`src/rtl/whac_pkg.sv`:
```
// Shared definitions for the whack-a-mole datapath: hole count, spawner states
// and the mole LFSR polynomial. Used by mole_spawner and hit_logic.
package whac_pkg;

  localparam int NUM_HOLES_DEF = 18;
  localparam int HOLE_IDX_W    = $clog2(NUM_HOLES_DEF);

  localparam int                LFSR_W    = 16;
  // Fibonacci taps 16,14,13,11 (1-based) -> bits 15,13,12,10
  localparam logic [LFSR_W-1:0] LFSR_TAPS = 16'hB400;

  typedef logic [1:0] spawn_state_t;
  localparam spawn_state_t ST_IDLE  = 2'd0;
  localparam spawn_state_t ST_PLACE = 2'd1;
  localparam spawn_state_t ST_UP    = 2'd2;
  localparam spawn_state_t ST_DOWN  = 2'd3;

  function automatic logic [LFSR_W-1:0] lfsr_next(input logic [LFSR_W-1:0] cur);
    return {cur[LFSR_W-2:0], ^(cur & LFSR_TAPS)};
  endfunction

endpackage

```
`src/rtl/mole_lfsr.sv`:
```
// Free-running 16-bit Fibonacci LFSR; exposes only the low OUT_W bits that the
// spawner uses as a hole-index candidate.
module mole_lfsr
  import whac_pkg::*;
#(
  parameter logic [LFSR_W-1:0] SEED  = 16'hACE1,
  parameter int                OUT_W = HOLE_IDX_W
) (
  input  logic             clk,
  input  logic             rst_n,
  output logic [OUT_W-1:0] rnd
);

  logic [LFSR_W-1:0] lfsr;

  always_ff @(posedge clk or negedge rst_n) begin
    if (!rst_n) lfsr <= SEED;
    else        lfsr <= lfsr_next(lfsr);
  end

  assign rnd = lfsr[OUT_W-1:0];

endmodule

```
`src/rtl/mole_spawner.sv`:
```
// Round sequencer: places NUM_MOLES distinct moles from the LFSR, holds them up
// (dropping whacked ones), then keeps the field empty for the down phase.
module mole_spawner
  import whac_pkg::*;
#(
  parameter int                NUM_HOLES    = NUM_HOLES_DEF,
  parameter int                NUM_MOLES    = 3,
  parameter int                MOLE_UP_MS   = 1000,
  parameter int                MOLE_DOWN_MS = 1000,
  parameter int                CLK_PER_MS   = 50000,
  parameter logic [LFSR_W-1:0] LFSR_SEED    = 16'hACE1
) (
  input  logic                 clk,
  input  logic                 rst_n,
  input  logic                 enable,
  input  logic [NUM_HOLES-1:0] hit_mask,
  output logic [NUM_HOLES-1:0] mole_positions,
  output logic                 round_start,
  output logic                 round_end,
  output logic                 all_cleared
);

  localparam int IDX_W  = $clog2(NUM_HOLES);
  localparam int PRE_W  = $clog2(CLK_PER_MS);
  localparam int MS_MAX = (MOLE_UP_MS > MOLE_DOWN_MS) ? MOLE_UP_MS : MOLE_DOWN_MS;
  localparam int MS_W   = $clog2(MS_MAX + 1);
  localparam int CNT_W  = $clog2(NUM_MOLES + 1);

  localparam logic [PRE_W-1:0] PRE_LAST  = PRE_W'(CLK_PER_MS - 1);
  localparam logic [MS_W-1:0]  UP_LAST   = MS_W'(MOLE_UP_MS - 1);
  localparam logic [MS_W-1:0]  DOWN_LAST = MS_W'(MOLE_DOWN_MS - 1);
  localparam logic [CNT_W-1:0] CNT_FULL  = CNT_W'(NUM_MOLES);
  localparam logic [IDX_W:0]   HOLE_LIM  = (IDX_W+1)'(NUM_HOLES);

  spawn_state_t           state, state_d;
  logic [NUM_HOLES-1:0]   place_vec, place_d;
  logic [CNT_W-1:0]       placed_cnt, cnt_d, cnt_inc;
  logic [PRE_W-1:0]       pre_cnt, pre_d, pre_tick;
  logic [MS_W-1:0]        ms_cnt, ms_d, ms_tick;
  logic [NUM_HOLES-1:0]   pos_d, pos_hit, cand_bit, place_new;
  logic                   rs_d, re_d, ac_d;
  logic [IDX_W-1:0]       cand_idx;
  logic                   in_range, accept, pre_wrap, up_done, down_done;

  mole_lfsr #(
    .SEED  (LFSR_SEED),
    .OUT_W (IDX_W)
  ) u_lfsr (
    .clk   (clk),
    .rst_n (rst_n),
    .rnd   (cand_idx)
  );

  // Candidate evaluation: out-of-range indices shift the one-hot bit away.
  assign in_range  = {1'b0, cand_idx} < HOLE_LIM;
  assign cand_bit  = {{(NUM_HOLES-1){1'b0}}, 1'b1} << cand_idx;
  assign accept    = in_range && ((place_vec & cand_bit) == '0);
  assign place_new = place_vec | cand_bit;
  assign cnt_inc   = placed_cnt + CNT_W'(1);

  // Phase timer: prescaler in clk cycles, ms_cnt in milliseconds.
  assign pre_wrap  = (pre_cnt == PRE_LAST);
  assign pre_tick  = pre_wrap ? '0 : pre_cnt + PRE_W'(1);
  assign ms_tick   = pre_wrap ? ms_cnt + MS_W'(1) : ms_cnt;
  assign up_done   = pre_wrap && (ms_cnt == UP_LAST);
  assign down_done = pre_wrap && (ms_cnt == DOWN_LAST);

  assign pos_hit   = mole_positions & ~hit_mask;

  always_comb begin
    state_d = state;
    place_d = place_vec;
    cnt_d   = placed_cnt;
    pre_d   = pre_cnt;
    ms_d    = ms_cnt;
    pos_d   = mole_positions;
    rs_d    = 1'b0;
    re_d    = 1'b0;
    ac_d    = 1'b0;
    if (!enable) begin
      state_d = ST_IDLE;
      pos_d   = '0;
      pre_d   = '0;
      ms_d    = '0;
    end else begin
      case (state)
        ST_IDLE: begin
          state_d = ST_PLACE;
          place_d = '0;
          cnt_d   = '0;
          pos_d   = '0;
        end
        ST_PLACE: begin
          pos_d = '0;
          if (accept) begin
            place_d = place_new;
            cnt_d   = cnt_inc;
            if (cnt_inc == CNT_FULL) begin
              pos_d   = place_new;
              rs_d    = 1'b1;
              state_d = ST_UP;
              pre_d   = '0;
              ms_d    = '0;
            end
          end
        end
        ST_UP: begin
          pre_d = pre_tick;
          ms_d  = ms_tick;
          // A final hit coinciding with timeout still counts as a clear.
          if ((pos_hit == '0) || up_done) begin
            pos_d   = '0;
            re_d    = 1'b1;
            ac_d    = (pos_hit == '0);
            state_d = ST_DOWN;
            pre_d   = '0;
            ms_d    = '0;
          end else begin
            pos_d = pos_hit;
          end
        end
        ST_DOWN: begin
          pos_d = '0;
          pre_d = pre_tick;
          ms_d  = ms_tick;
          if (down_done) begin
            state_d = ST_PLACE;
            place_d = '0;
            cnt_d   = '0;
            pre_d   = '0;
            ms_d    = '0;
          end
        end
        default: begin
          state_d = ST_IDLE;
          pos_d   = '0;
          pre_d   = '0;
          ms_d    = '0;
        end
      endcase
    end
  end

  always_ff @(posedge clk or negedge rst_n) begin
    if (!rst_n) begin
      state          <= ST_IDLE;
      place_vec      <= '0;
      placed_cnt     <= '0;
      pre_cnt        <= '0;
      ms_cnt         <= '0;
      mole_positions <= '0;
      round_start    <= 1'b0;
      round_end      <= 1'b0;
      all_cleared    <= 1'b0;
    end else begin
      state          <= state_d;
      place_vec      <= place_d;
      placed_cnt     <= cnt_d;
      pre_cnt        <= pre_d;
      ms_cnt         <= ms_d;
      mole_positions <= pos_d;
      round_start    <= rs_d;
      round_end      <= re_d;
      all_cleared    <= ac_d;
    end
  end

endmodule
```
`config.mk`:
```
export PLATFORM = sky130hd
export DESIGN_NAME = mole_spawner
export DESIGN_NICKNAME = d
export VERILOG_FILES = /design/src/rtl/whac_pkg.sv /design/src/rtl/mole_lfsr.sv /design/src/rtl/mole_spawner.sv
export SDC_FILE = /design/constraint.sdc
export NUM_CORES = 1
export LEC_CHECK = 0
export BUFFER_PORTS_ARGS = -buffer_cell sky130_fd_sc_hd__buf_4
export CAP_MARGIN = 20
export CORE_ASPECT_RATIO = 0.6
export CORE_UTILIZATION = 45
export DETAILED_ROUTE_END_ITERATION = 8
export GPL_TIMING_DRIVEN = 0
export PLACE_DENSITY_LB_ADDON = 0.2
export SYNTH_ARGS = -nofsm -noshare
export SYNTH_HDL_FRONTEND = slang
export SYNTH_SLANG_ARGS = --single-unit
```
`constraint.sdc`:
```
create_clock -name clk -period 3.7 [get_ports clk]
set_input_delay 0.185 -clock clk [delete_from_list [all_inputs] [get_ports clk]]
set_output_delay 0.185 -clock clk [all_outputs]
set_load 0.02 [all_outputs]
```
# Word-level counts from Yosys, hierarchy flattened
# Index checks and enable logic that the tools add are counted.
# op_classes
addsub	3
order_cmp	1
n_eq_ne	13
n_shift	1
muxes	41
n_bitwise	4
n_reduce_logical	12
# op_table
operator	count
18-bit 2-to-1 mux	6
18-bit case mux with 3 select lines	2
16-bit 2-to-1 mux	6
10-bit 2-to-1 mux	6
16-bit case mux with 3 select lines	1
18-bit bitwise AND	2
18-bit logical NOT	2
10-bit case mux with 3 select lines	1
18-bit inverter	1
18-bit bitwise OR	1
1-bit by 5-bit left shift with 18-bit output (first input constant)	1
16-bit by 1-bit adder with 16-bit output (second input constant)	1
16-bit == test (second input constant)	1
16-bit XOR reduction	1
2-bit 2-to-1 mux	7
3-bit != test (second input constant)	4
10-bit by 1-bit adder with 10-bit output (second input constant)	1
10-bit == test (second input constant)	1
1-bit 2-to-1 mux	10
2-bit case mux with 4 select lines	1
4-bit AND reduction	2
2-bit == test (second input constant)	3
2-bit case mux with 3 select lines	1
5-bit less-than comparator (second input constant)	1
other kinds (10)	12
# word_totals
ff_bits	85
output_inout_bits	21

# Logic depth before layout (Yosys ltp)
# Gate-level depths: netlist (run 1).
# logic_depth
ltp_word	7
mapped_depth	11
mapped_depth_nobuf	9

# By module
# From an unflattened synthesis (run 1), not the netlist that was laid out.
# hier_totals
cells_unflattened	462
area_unflattened_um2	4511.8
# by_module_without_submodules
module	n_inst	cells_per_inst	area_each_um2	seq_area_each_um2
mole_spawner	1	438	4037.6	1726.7
mole_lfsr	1	24	474.2	410.4

# Worst setup path after synthesis (run 1)
# No wires, ideal clock.
# synth_path
kind	register -> register
from	register pre_cnt[0]
to	register place_vec[16]
t_arrival_ns	2.581
t_required_ns	3.573
setup_slack_ns	0.992
stages_incl_launch_ff	10
n_path_buf	2
period_less_slack_ns	2.708
path_cell_list	dfrtp_1 > ha_1 > and3_1 > and4_1 > buf_4 > nand3_2 > or4_4 > a2111oi_4 > buf_6 > mux2_1
# synth_via
elab_chain_len	4
# synth_rtl
item	line	rtl
start: declaration	mole_spawner.sv:38	logic [PRE_W-1:0] pre_cnt, pre_d, pre_tick;
start signal: assignment	mole_spawner.sv:159	pre_cnt <= pre_d;
16-bit == test	mole_spawner.sv:62	assign pre_wrap = (pre_cnt == PRE_LAST);
1-bit logical AND	mole_spawner.sv:66	assign down_done = pre_wrap && (ms_cnt == DOWN_LAST);
2-bit != test (no line)	--	
4-bit AND reduction (no line)	--	
end signal: assignment	mole_spawner.sv:157	place_vec <= place_d;
end: declaration	mole_spawner.sv:36	logic [NUM_HOLES-1:0] place_vec, place_d;
# No other way between the ends.
# A chain may end at the register's enable or synchronous reset.

# Worst setup path after layout (run 1)
# layout_path
from	register u_lfsr.lfsr[0]
to	register mole_positions[11]
# layout_via
elab_chain_len	7
word_cells_on_any_way	10
classes_between	1 x order compare; 1 x shift; 4 x mux; 2 x bitwise; 2 x reduce/logical
# layout_rtl
item	line	rtl
start: declaration	mole_lfsr.sv:14	logic [LFSR_W-1:0] lfsr;
start signal: assignment	mole_lfsr.sv:18	else lfsr <= lfsr_next(lfsr);
1-bit by 5-bit left shift with 18-bit output	mole_spawner.sv:56	assign cand_bit = {{(NUM_HOLES-1){1'b0}}, 1'b1} << cand_idx;
18-bit bitwise AND	mole_spawner.sv:57	assign accept = in_range && ((place_vec & cand_bit) == '0);
18-bit logical NOT	mole_spawner.sv:57	
1-bit logical AND	mole_spawner.sv:57	
18-bit 2-to-1 mux *	mole_spawner.sv:95	if (accept) begin
18-bit case mux with 3 select lines *	mole_spawner.sv:86	case (state)
18-bit 2-to-1 mux *	mole_spawner.sv:80	if (!enable) begin
via pos_d[11]	mole_spawner.sv:40	logic [NUM_HOLES-1:0] pos_d, pos_hit, cand_bit, place_new;
end signal: assignment	mole_spawner.sv:161	mole_positions <= pos_d;
end: declaration	mole_spawner.sv:17	output logic [NUM_HOLES-1:0] mole_positions,
# Mark *: on every way through the listed nets, which the timed path passes. The rest lies on a longest branch.

==> summary.log, run 1 <==
[synth] total nets after synthesis 476
[die] floorplan die area 10130 µm²
[route] number of vias in the routed layout 3718
[worst_setup_path] classification of the worst setup path reg -> reg
[grt] met1 track demand over resource 0.3798
[synth] main combinational cell family by area after synthesis simple AND/OR/NAND/NOR gates
[pwr] overall power of the completed layout 2326 µW
[synth] register bit total from synthesis 85
[route] DRT Wirelength 10.77 mm
[timing] Worst slew margin 0.3828
[cts] clk_lat worst skew 0.33 ns
[worst_setup_path] data required time at the worst endpoint 3.95 ns
[cells_and_area] count of filler cells inserted in the layout 829
[die] core region area 9290 µm²
[synth] share of async-settable or async-resettable flops after synthesis 1.000
[timing] final hold violation count 0
[outcome] result of the run finished clean
[timing] Final Critical Period 3.227 ns
[cells_and_area] FF+latch area 2137 µm²
[cts] TritonCTS clock tree built
[cells_and_area] final standard cell count with taps included and fillers excluded 637
[place] quantity of I/O buffers inserted on ports 41
[job] Max-Cap Viols 0
[cells_and_area] top library cells by usage in the layout, fill and taps aside 77 x sky130_fd_sc_hd__dfrtp_1, 43 x sky130_fd_sc_hd__buf_4, 35 x sky130_fd_sc_hd__o21ai_0, 34 x sky130_fd_sc_hd__nor2_1, 26 x sky130_fd_sc_hd__a21oi_1
[cells_and_area] antenna cells 0
[synth] gate count after technology mapping 448
[die] num rows 27
[die] Die Span X 129.3 µm
[cts] Post-CTS Repair Setup Buffers 0
[grt] number of antenna violations at the first check in global routing 0
[timing] fmax 0.3098 GHz
[timing] final worst clock skew 0.007567 ns
[synth] sequential share of the synthesized area 0.4884
[pwr] IR drop worst, VDD 0.2761 mV
[place] number of placed cells counting well taps 619
[timing] count of endpoints failing setup in the final report 0
[die] initial core utilization 0.4710
[synth] Mapped Avg Cell Area 9.767 µm²
[place] Placement Cell Area 4846 µm²
[worst_setup_path] Critical Path Sink Type register
[place] DPL Wire Length 7.749 mm
[grt] pin count of the biggest net entering global routing 86
[synth] netlist area before placement 4375 µm²
[grt] via count of the first global-routing pass 3328
[grt] met3 routing resource usage after global routing 0.05862
[cells_and_area] Net count, final 530
[die] I/O pin total 42
[synth] number of flops mapped to enable cells by yosys 0
[synth] mux share of post-synthesis cell area 0.02774
[grt] global-route wire length before repair 17.67 mm
[timing] Slew Limit Fails 0
[worst_setup_path] maximum fanout encountered on the critical timing path 10
[synth] count of synthesis-stage warnings from yosys 0
[cts] TritonCTS Buffers 9
[pwr] leakage power total 0.002215 µW
[timing] final-layout setup total negative slack 0 ns
[grt] met2 track utilization from global routing 0.2823
[route] drt first pass iters 5
[route] number of routed nets with antenna violations 0
[cts] cell at the root of the clock tree sky130_fd_sc_hd__clkbuf_16
[timing] setup repair after global routing missed its margin false
[synth] Synth Area in Compound Gates 0.2027
[cts] htree depth 3
[grt] global router's overall resource usage 0.2306
[worst_setup_path] R2R Setup Slk 0.47 ns
[cells_and_area] post-route standard cell area excluding fillers 5186 µm²
[synth] simple-gate share of the synthesized area 0.2099
[place] weighted congestion at the end of routability-driven global placement 0.9225
[timing] final critical-path setup slack 0.4726 ns
[grt] remaining global-route overflow 0
[worst_setup_path] arrival time at the worst endpoint 3.48 ns
[cts] clock slew at reported path FFs 0.06 ns
[route] average wire per standard cell 16.90 µm
[synth] most common flop cell mapped by yosys sky130_fd_sc_hd__dfrtp_1
[route] vias per cell 5.837
[place] dpl ws 0.6211 ns
[synth] leading area contributor after synthesis sky130_fd_sc_hd__dfrtp_1
[synth] adder and majority cell fraction of the synthesized area 0.02002
[route] number of DRC markers in iteration 0 464
[pwr] Power per Cell Area 448.5 nW/µm²
[cts] CTS resizes 0
[cells_and_area] area taken by multi-input logic gates 2041 µm²
[synth] synth top area cells sky130_fd_sc_hd__dfrtp_1 44%, sky130_fd_sc_hd__dfstp_2 4.8%, sky130_fd_sc_hd__o21ai_0 4.0%
[cells_and_area] most common library cell in the layout ignoring fill and taps sky130_fd_sc_hd__dfrtp_1
[synth] area share of the largest cell type after synthesis 0.4404
[grt] GR peak layer met1
[cells_and_area] Area growth, synth to finish 18.53%
[timing] portion of the clock cycle consumed by the worst path in the final layout 0.8723
[cts] clock sink total 85
[worst_setup_path] crit start category register
[die] y dimension of the die 78.38 µm
[synth] number of different library cells in the post-synthesis netlist 62
[cts] clk buf depth 2
[timing] worst-margin pin slew 0.9174 ns
[synth] post-synthesis xor/xnor area fraction 0.006005
[cells_and_area] fraction of final layout cells sized beyond drive strength 1 0.1696
[route] DRC viols 0
[hold_path] kind of path behind the tightest hold check in -> reg
-- worst max-delay path, cell delays in order (launching register included) --
cell and delay, ns:
sky130_fd_sc_hd__dfstp_2 0.52, sky130_fd_sc_hd__buf_2 0.19, sky130_fd_sc_hd__buf_1 0.37, sky130_fd_sc_hd__nand2b_1 0.19
sky130_fd_sc_hd__a21oi_1 0.09, sky130_fd_sc_hd__nor4_1 0.37, sky130_fd_sc_hd__and4_1 0.25, sky130_fd_sc_hd__clkbuf_1 0.36
sky130_fd_sc_hd__nand3_1 0.29, sky130_fd_sc_hd__clkbuf_1 0.31, sky130_fd_sc_hd__o22ai_1 0.21
-- timing repair --
item | in CTS | in global routing
setup endpoints to repair | 0 | 0
hold endpoints to repair | 0 | 19
hold buffers | 0 | 1
-- final timing paths --
kind,startpoint,cells past startpoint,to
max reg2reg,u_lfsr.lfsr[0]$_DFF_PN1_,10,mole_positions[11]$_DFF_PN0_
max in group asynchronous,rst_n,3,u_lfsr.lfsr[0]$_DFF_PN1_
min in group asynchronous,rst_n,2,u_lfsr.lfsr[8]$_DFF_PN0_
min,hit_mask[13],2,mole_positions[13]$_DFF_PN0_
min reg2reg,u_lfsr.lfsr[14]$_DFF_PN0_,0,u_lfsr.lfsr[15]$_DFF_PN1_
max,u_lfsr.lfsr[0]$_DFF_PN1_,10,mole_positions[11]$_DFF_PN0_
-- through the flow --
stage                       util  hold slack [ns]
after floorplan                -          -0.1106
after global placement    0.5216           0.3344
after detailed placement  0.5216           0.3395
after CTS                 0.5542          0.04740
after global routing      0.5582          0.05571
final                     0.5582          0.06353
-- flip-flops by register name, indices dropped and copies added, names as in the netlist --
| register | count |
|---|---|
| round_end | 1 |
| round_start | 1 |
| all_cleared | 1 |
| placed_cnt | 2 |
| place_vec | 18 |
| u_lfsr.lfsr | 16 |
| ms_cnt | 10 |
| mole_positions | 18 |
| pre_cnt | 16 |
| state | 2 |
-- area by class of cell --
| type | instances | area share |
|---|---|---|
| buffer | 28 | 0.02581 |
| clock buffer | 11 | 0.04680 |
| clock inverter | 5 | 0.01158 |
| inverter | 17 | 0.01230 |
| multi-input combinational | 318 | 0.3935 |
| sequential | 85 | 0.4121 |
| tap | 130 | 0.03136 |
| timing repair buffer | 43 | 0.06659 |
-- synth_stat cells (all sizes together), types with 4 or more instances --
cell	count
a211oi	16
clkbuf	17
o21ai	36
dfrtp	77
nor2	34
a21oi	26
nand2	24
nand2b	25
buf	11
nand3	11
inv	16
a2111oi	5
a22oi	6
nor2b	7
o22ai	13
and3	10
dfstp	8
a31oi	17
nor4	6
mux2	9
and4	4
or3	5
o31ai	5
nor3	5
ha	7
-- kinds of logic (layout without fill, tap and decap cells) --
group,Yosys count,count (layout)
flops,85,85
xor+xnor,3,3
buf+inv,45,104
fa+ha+maj,7,7
mux,11,11
compound gates,137,137
simple gates,160,160
-- metal layers --
metal | vias to the layer above | share of wire | routed length, µm
li1 | 1775 | - | -
met2 | 142 | 0.38 | 4109
met1 | 1790 | 0.53 | 5731
met5 | - | 0 | 0
met3 | 11 | 0.077 | 831
met4 | 0 | 0.0086 | 93
-- power by group --
| group | leakage (µW) | internal (µW) | switching [µW] |
|---|---|---|---|
| Clock | 0.000146 | 542 | 358 |
| Combinational | 0.000917 | 161 | 286 |
| Sequential | 0.00115 | 958 | 20.3 |
Power figures use the tool's default switching activity.
==> inputs of run 2 (changes only) <==
--- a/config.mk
+++ b/config.mk
@@ -14,4 +14,5 @@
 export PLACE_DENSITY_LB_ADDON = 0.2
 export SYNTH_ARGS = -nofsm -noshare
 export SYNTH_HDL_FRONTEND = slang
+export SYNTH_HIERARCHICAL = 1
 export SYNTH_SLANG_ARGS = --single-unit
==> constraint.sdc (replaced) <==
create_clock -name clk -period 2.8 [get_ports clk]
set_input_delay 0.14 -clock clk [delete_from_list [all_inputs] [get_ports clk]]
set_output_delay 0.14 -clock clk [all_outputs]
set_load 0.02 [all_outputs]
==> run 2 against run 1 <==
- the run now ends with setup timing left
- power rose by 51%
- sequential cell count did not move
- non-clock buffer count rose by 20
- first-iteration DRC count fell by 39%
- sequential power rose by 32%
- largest power group unchanged
==> summary.log, run 2 <==
[outcome] result of the run finished with violations [was finished clean]
[outcome] violated checks setup timing
[worst_setup_path] crit start category register [unchanged]
[hold_path] kind of path behind the tightest hold check in -> reg [unchanged]
[timing] Final Critical Period 2.823 ns [was 3.227 ns]
[pwr] leakage power total 0.002576 µW [was 0.002215 µW]
[grt] remaining global-route overflow 0 [unchanged]
[die] core region area 9459 µm² [was 9290 µm²]
[synth] number of different library cells in the post-synthesis netlist 55 [was 62]
[worst_setup_path] maximum fanout encountered on the critical timing path 10 [unchanged]
[synth] number of flops mapped to enable cells by yosys 0 [unchanged]
[grt] via count of the first global-routing pass 3706 [was 3328]
[synth] share of async-settable or async-resettable flops after synthesis 1.000 [unchanged]
[job] Max-Cap Viols 0 [unchanged]
[place] Placement Cell Area 4994 µm² [was 4846 µm²]
[cells_and_area] Net count, final 564 [was 530]
[worst_setup_path] data required time at the worst endpoint 3.03 ns [was 3.95 ns]
[timing] Slew Limit Fails 0 [unchanged]
[cts] clk buf depth 2 [unchanged]
[die] Die Span X 131.3 µm [was 129.3 µm]
[worst_setup_path] R2R Setup Slk -0.02 ns [was 0.47 ns]
[timing] portion of the clock cycle consumed by the worst path in the final layout 1.008 [was 0.8723]
[place] quantity of I/O buffers inserted on ports 41 [unchanged]
[synth] most instantiated library cell after synthesis sky130_fd_sc_hd__dfrtp_1 [unchanged]
[cells_and_area] top library cells by usage in the layout, fill and taps aside 76 x sky130_fd_sc_hd__dfrtp_1, 65 x sky130_fd_sc_hd__buf_4, 47 x sky130_fd_sc_hd__nor2_1, 31 x sky130_fd_sc_hd__nand2b_1 [was 77 x sky130_fd_sc_hd__dfrtp_1, 43 x sky130_fd_sc_hd__buf_4, 35 x sky130_fd_sc_hd__o21ai_0, 34 x sky130_fd_sc_hd__nor2_1, 26 x sky130_fd_sc_hd__a21oi_1]
[synth] area share of the largest cell type after synthesis 0.4271 [was 0.4404]
[synth] netlist area before placement 4512 µm² [was 4375 µm²]
[synth] gate count after technology mapping 462 [was 448]
[route] DRT Wirelength 12.11 mm [was 10.77 mm]
[cts] htree depth 3 [unchanged]
[route] number of routed nets with antenna violations 0 [unchanged]
[route] vias per cell 5.747 [was 5.837]
[die] num rows 27 [unchanged]
[grt] pin count of the biggest net entering global routing 86 [unchanged]
[timing] final hold violation count 0 [unchanged]
[route] average wire per standard cell 18.04 µm [was 16.90 µm]
[grt] GR peak layer met1 [unchanged]
[cells_and_area] leading registers by flop count mole_positions x18, place_vec x18 [unchanged]
[timing] setup repair after global routing missed its margin true [was false]
[synth] count of synthesis-stage warnings from yosys 6 [was 0]
[die] y dimension of the die 79.56 µm [was 78.38 µm]
[timing] final critical-path setup slack -0.02305 ns [was 0.4726 ns]
[synth] total nets after synthesis 490 [was 476]
[grt] met1 track demand over resource 0.3857 [was 0.3798]
[cells_and_area] antenna cells 0 [unchanged]
[place] weighted congestion at the end of routability-driven global placement 0.9443 [was 0.9225]
[pwr] IR drop worst, VDD 0.2983 mV [was 0.2761 mV]
[timing] final worst clock skew 0.005918 ns [was 0.007567 ns]
[place] DPL Wire Length 8.321 mm [was 7.749 mm]
[cts] clk_lat worst skew 0.34 ns [was 0.33 ns]
[route] number of DRC markers in iteration 0 285 [was 464]
[route] DRC viols 0 [unchanged]
[grt] met3 routing resource usage after global routing 0.05206 [was 0.05862]
[worst_setup_path] worst reg2reg path depth 7 [was 10]
[pwr] Power per Cell Area 621.6 nW/µm² [was 448.5 nW/µm²]
[synth] Mapped Avg Cell Area 9.766 µm² [was 9.767 µm²]
[cts] TritonCTS Buffers 9 [unchanged]
[timing] count of endpoints failing setup in the final report 1 [was 0]
[worst_setup_path] arrival time at the worst endpoint 3.05 ns [was 3.48 ns]
[synth] most common flop cell mapped by yosys sky130_fd_sc_hd__dfrtp_1 [unchanged]
[cts] clock sink total 85 [unchanged]
[cells_and_area] Area growth, synth to finish 25.26% [was 18.53%]
[timing] final-layout worst hold slack 0.09933 ns [was 0.06353 ns]
[route] number of vias in the routed layout 3856 [was 3718]
[timing] worst-margin pin slew 0.6918 ns [was 0.9174 ns]
[timing] fmax 0.3542 GHz [was 0.3098 GHz]
[worst_setup_path] Critical Path Sink Type register [unchanged]
[grt] number of antenna violations at the first check in global routing 0 [unchanged]
[synth] synth top area cells sky130_fd_sc_hd__dfrtp_1 43%, sky130_fd_sc_hd__dfstp_2 4.7%, sky130_fd_sc_hd__nand2b_1 4.3% [was sky130_fd_sc_hd__dfrtp_1 44%, sky130_fd_sc_hd__dfstp_2 4.8%, sky130_fd_sc_hd__o21ai_0 4.0%]
[cells_and_area] post-layout utilization of the core 0.5975 [was 0.5582]
[die] floorplan die area 10440 µm² [was 10130 µm²]
[grt] met2 track utilization from global routing 0.3266 [was 0.2823]
[synth] sequential share of the synthesized area 0.4737 [was 0.4884]
[die] I/O pin total 42 [unchanged]
[timing] Worst slew margin 0.5388 [was 0.3828]
[hold_path] cell count of the worst hold path 3 [was 2]
[synth] leading area contributor after synthesis sky130_fd_sc_hd__dfrtp_1 [unchanged]
[synth] Post-synth top cells 77 x sky130_fd_sc_hd__dfrtp_1, 48 x sky130_fd_sc_hd__nor2_1, 31 x sky130_fd_sc_hd__nand2b_1, 30 x sky130_fd_sc_hd__o21ai_0, 28 x sky130_fd_sc_hd__nand2_1 [was 77 x sky130_fd_sc_hd__dfrtp_1, 35 x sky130_fd_sc_hd__o21ai_0, 34 x sky130_fd_sc_hd__nor2_1, 26 x sky130_fd_sc_hd__a21oi_1, 25 x sky130_fd_sc_hd__nand2b_1]
[cts] clock slew at reported path FFs 0.07 ns [was 0.06 ns]
[cells_and_area] post-route standard cell area excluding fillers 5652 µm² [was 5186 µm²]
[worst_setup_path] classification of the worst setup path reg -> reg [unchanged]
[grt] global router's overall resource usage 0.2446 [was 0.2306]
[cts] TritonCTS clock tree built [unchanged]
[synth] register bit total from synthesis 85 [unchanged]
[cts] cell at the root of the clock tree sky130_fd_sc_hd__clkbuf_16 [unchanged]
[die] initial core utilization 0.4770 [was 0.4710]
[grt] global-route wire length before repair 19.58 mm [was 17.67 mm]
[route] drt first pass iters 4 [was 5]
[cells_and_area] most common library cell in the layout ignoring fill and taps sky130_fd_sc_hd__dfrtp_1 [unchanged]
[cells_and_area] fraction of final layout cells sized beyond drive strength 1 0.2662 [was 0.1696]
==> run 2: final timing paths <==
check / startpoint / end
setup / recovery: pre_cnt[11]$_DFFE_PN0P_ / placed_cnt[1]$_DFFE_PN0P_
hold / removal: enable / round_end$_DFF_PN0_
hold reg to reg: u_lfsr/lfsr[8]$_DFF_PN0_ / u_lfsr/lfsr[9]$_DFF_PN0_
max in group asynchronous: rst_n / u_lfsr/lfsr[11]$_DFF_PN1_
setup reg to reg: pre_cnt[11]$_DFFE_PN0P_ / placed_cnt[1]$_DFFE_PN0P_
min in group asynchronous: rst_n / mole_positions[9]$_DFF_PN0_
==> run 2: through the flow <==
step	power (µW)	std cells	setup slack, ns	TNS, ns
floorplan	1857	462	0.05815	0
global placement	2073	633	-0.6067	-24.68
detailed placement	2086	633	-0.6586	-26.81
CTS	3400	656	-0.01425	-0.01425
global route	3667	671	-0.1062	-1.573
finish	3513	671	-0.02305	-0.02305
==> run 2: metal layers <==
metal / share of wire / up-vias
met5: 0 / -
met4: 0.013 / 0
met3: 0.067 / 15
met2: 0.39 / 150
met1: 0.52 / 1887
li1: - / 1804
==> run 2: logic make-up (layout without fill, tap and decap cells) <==
family          after synthesis  after routing  synth area share
compound gates              118            118            0.1988
xor+xnor                      3              3          0.005825
fa+ha+maj                     7              7           0.01941
buf+inv                      55            134           0.05324
flops                        85             85            0.4737
mux                          17             17           0.03938
simple gates                177            177            0.2096
==> run 2: worst max-delay path, stage by stage, from the launching register on <==
cell and delay, ns:
sky130_fd_sc_hd__dfrtp_2 0.42, sky130_fd_sc_hd__or4b_4 0.56, sky130_fd_sc_hd__nor4_4 0.33, sky130_fd_sc_hd__nand3_2 0.15
sky130_fd_sc_hd__or4_4 0.48, sky130_fd_sc_hd__a211o_1 0.30, sky130_fd_sc_hd__buf_6 0.16, sky130_fd_sc_hd__mux2_4 0.30
==> run 2: repair_timing <==
item,4_1_cts,5_1_grt
hold buffers,0,1
hold endpoints to repair,0,37
resized for setup,21,27
pin swaps,3,3
buffers inserted,8,13
endpoints found under the setup margin,67,60
==> run 2: final cells by class <==
type,count,area (µm²)
fill,834,3807
multi-input combinational,322,2260
sequential,85,2138
timing repair buffer,64,519.2
clock buffer,9,225.2
buffer,27,163.9
tap,130,162.7
inverter,27,101.3
clock inverter,7,81.33
==> run 2: power by group <==
part / switching [µW] / internal (µW)
Combinational: 571 / 416
Sequential: 28.6 / 1270
Clock: 527 / 704
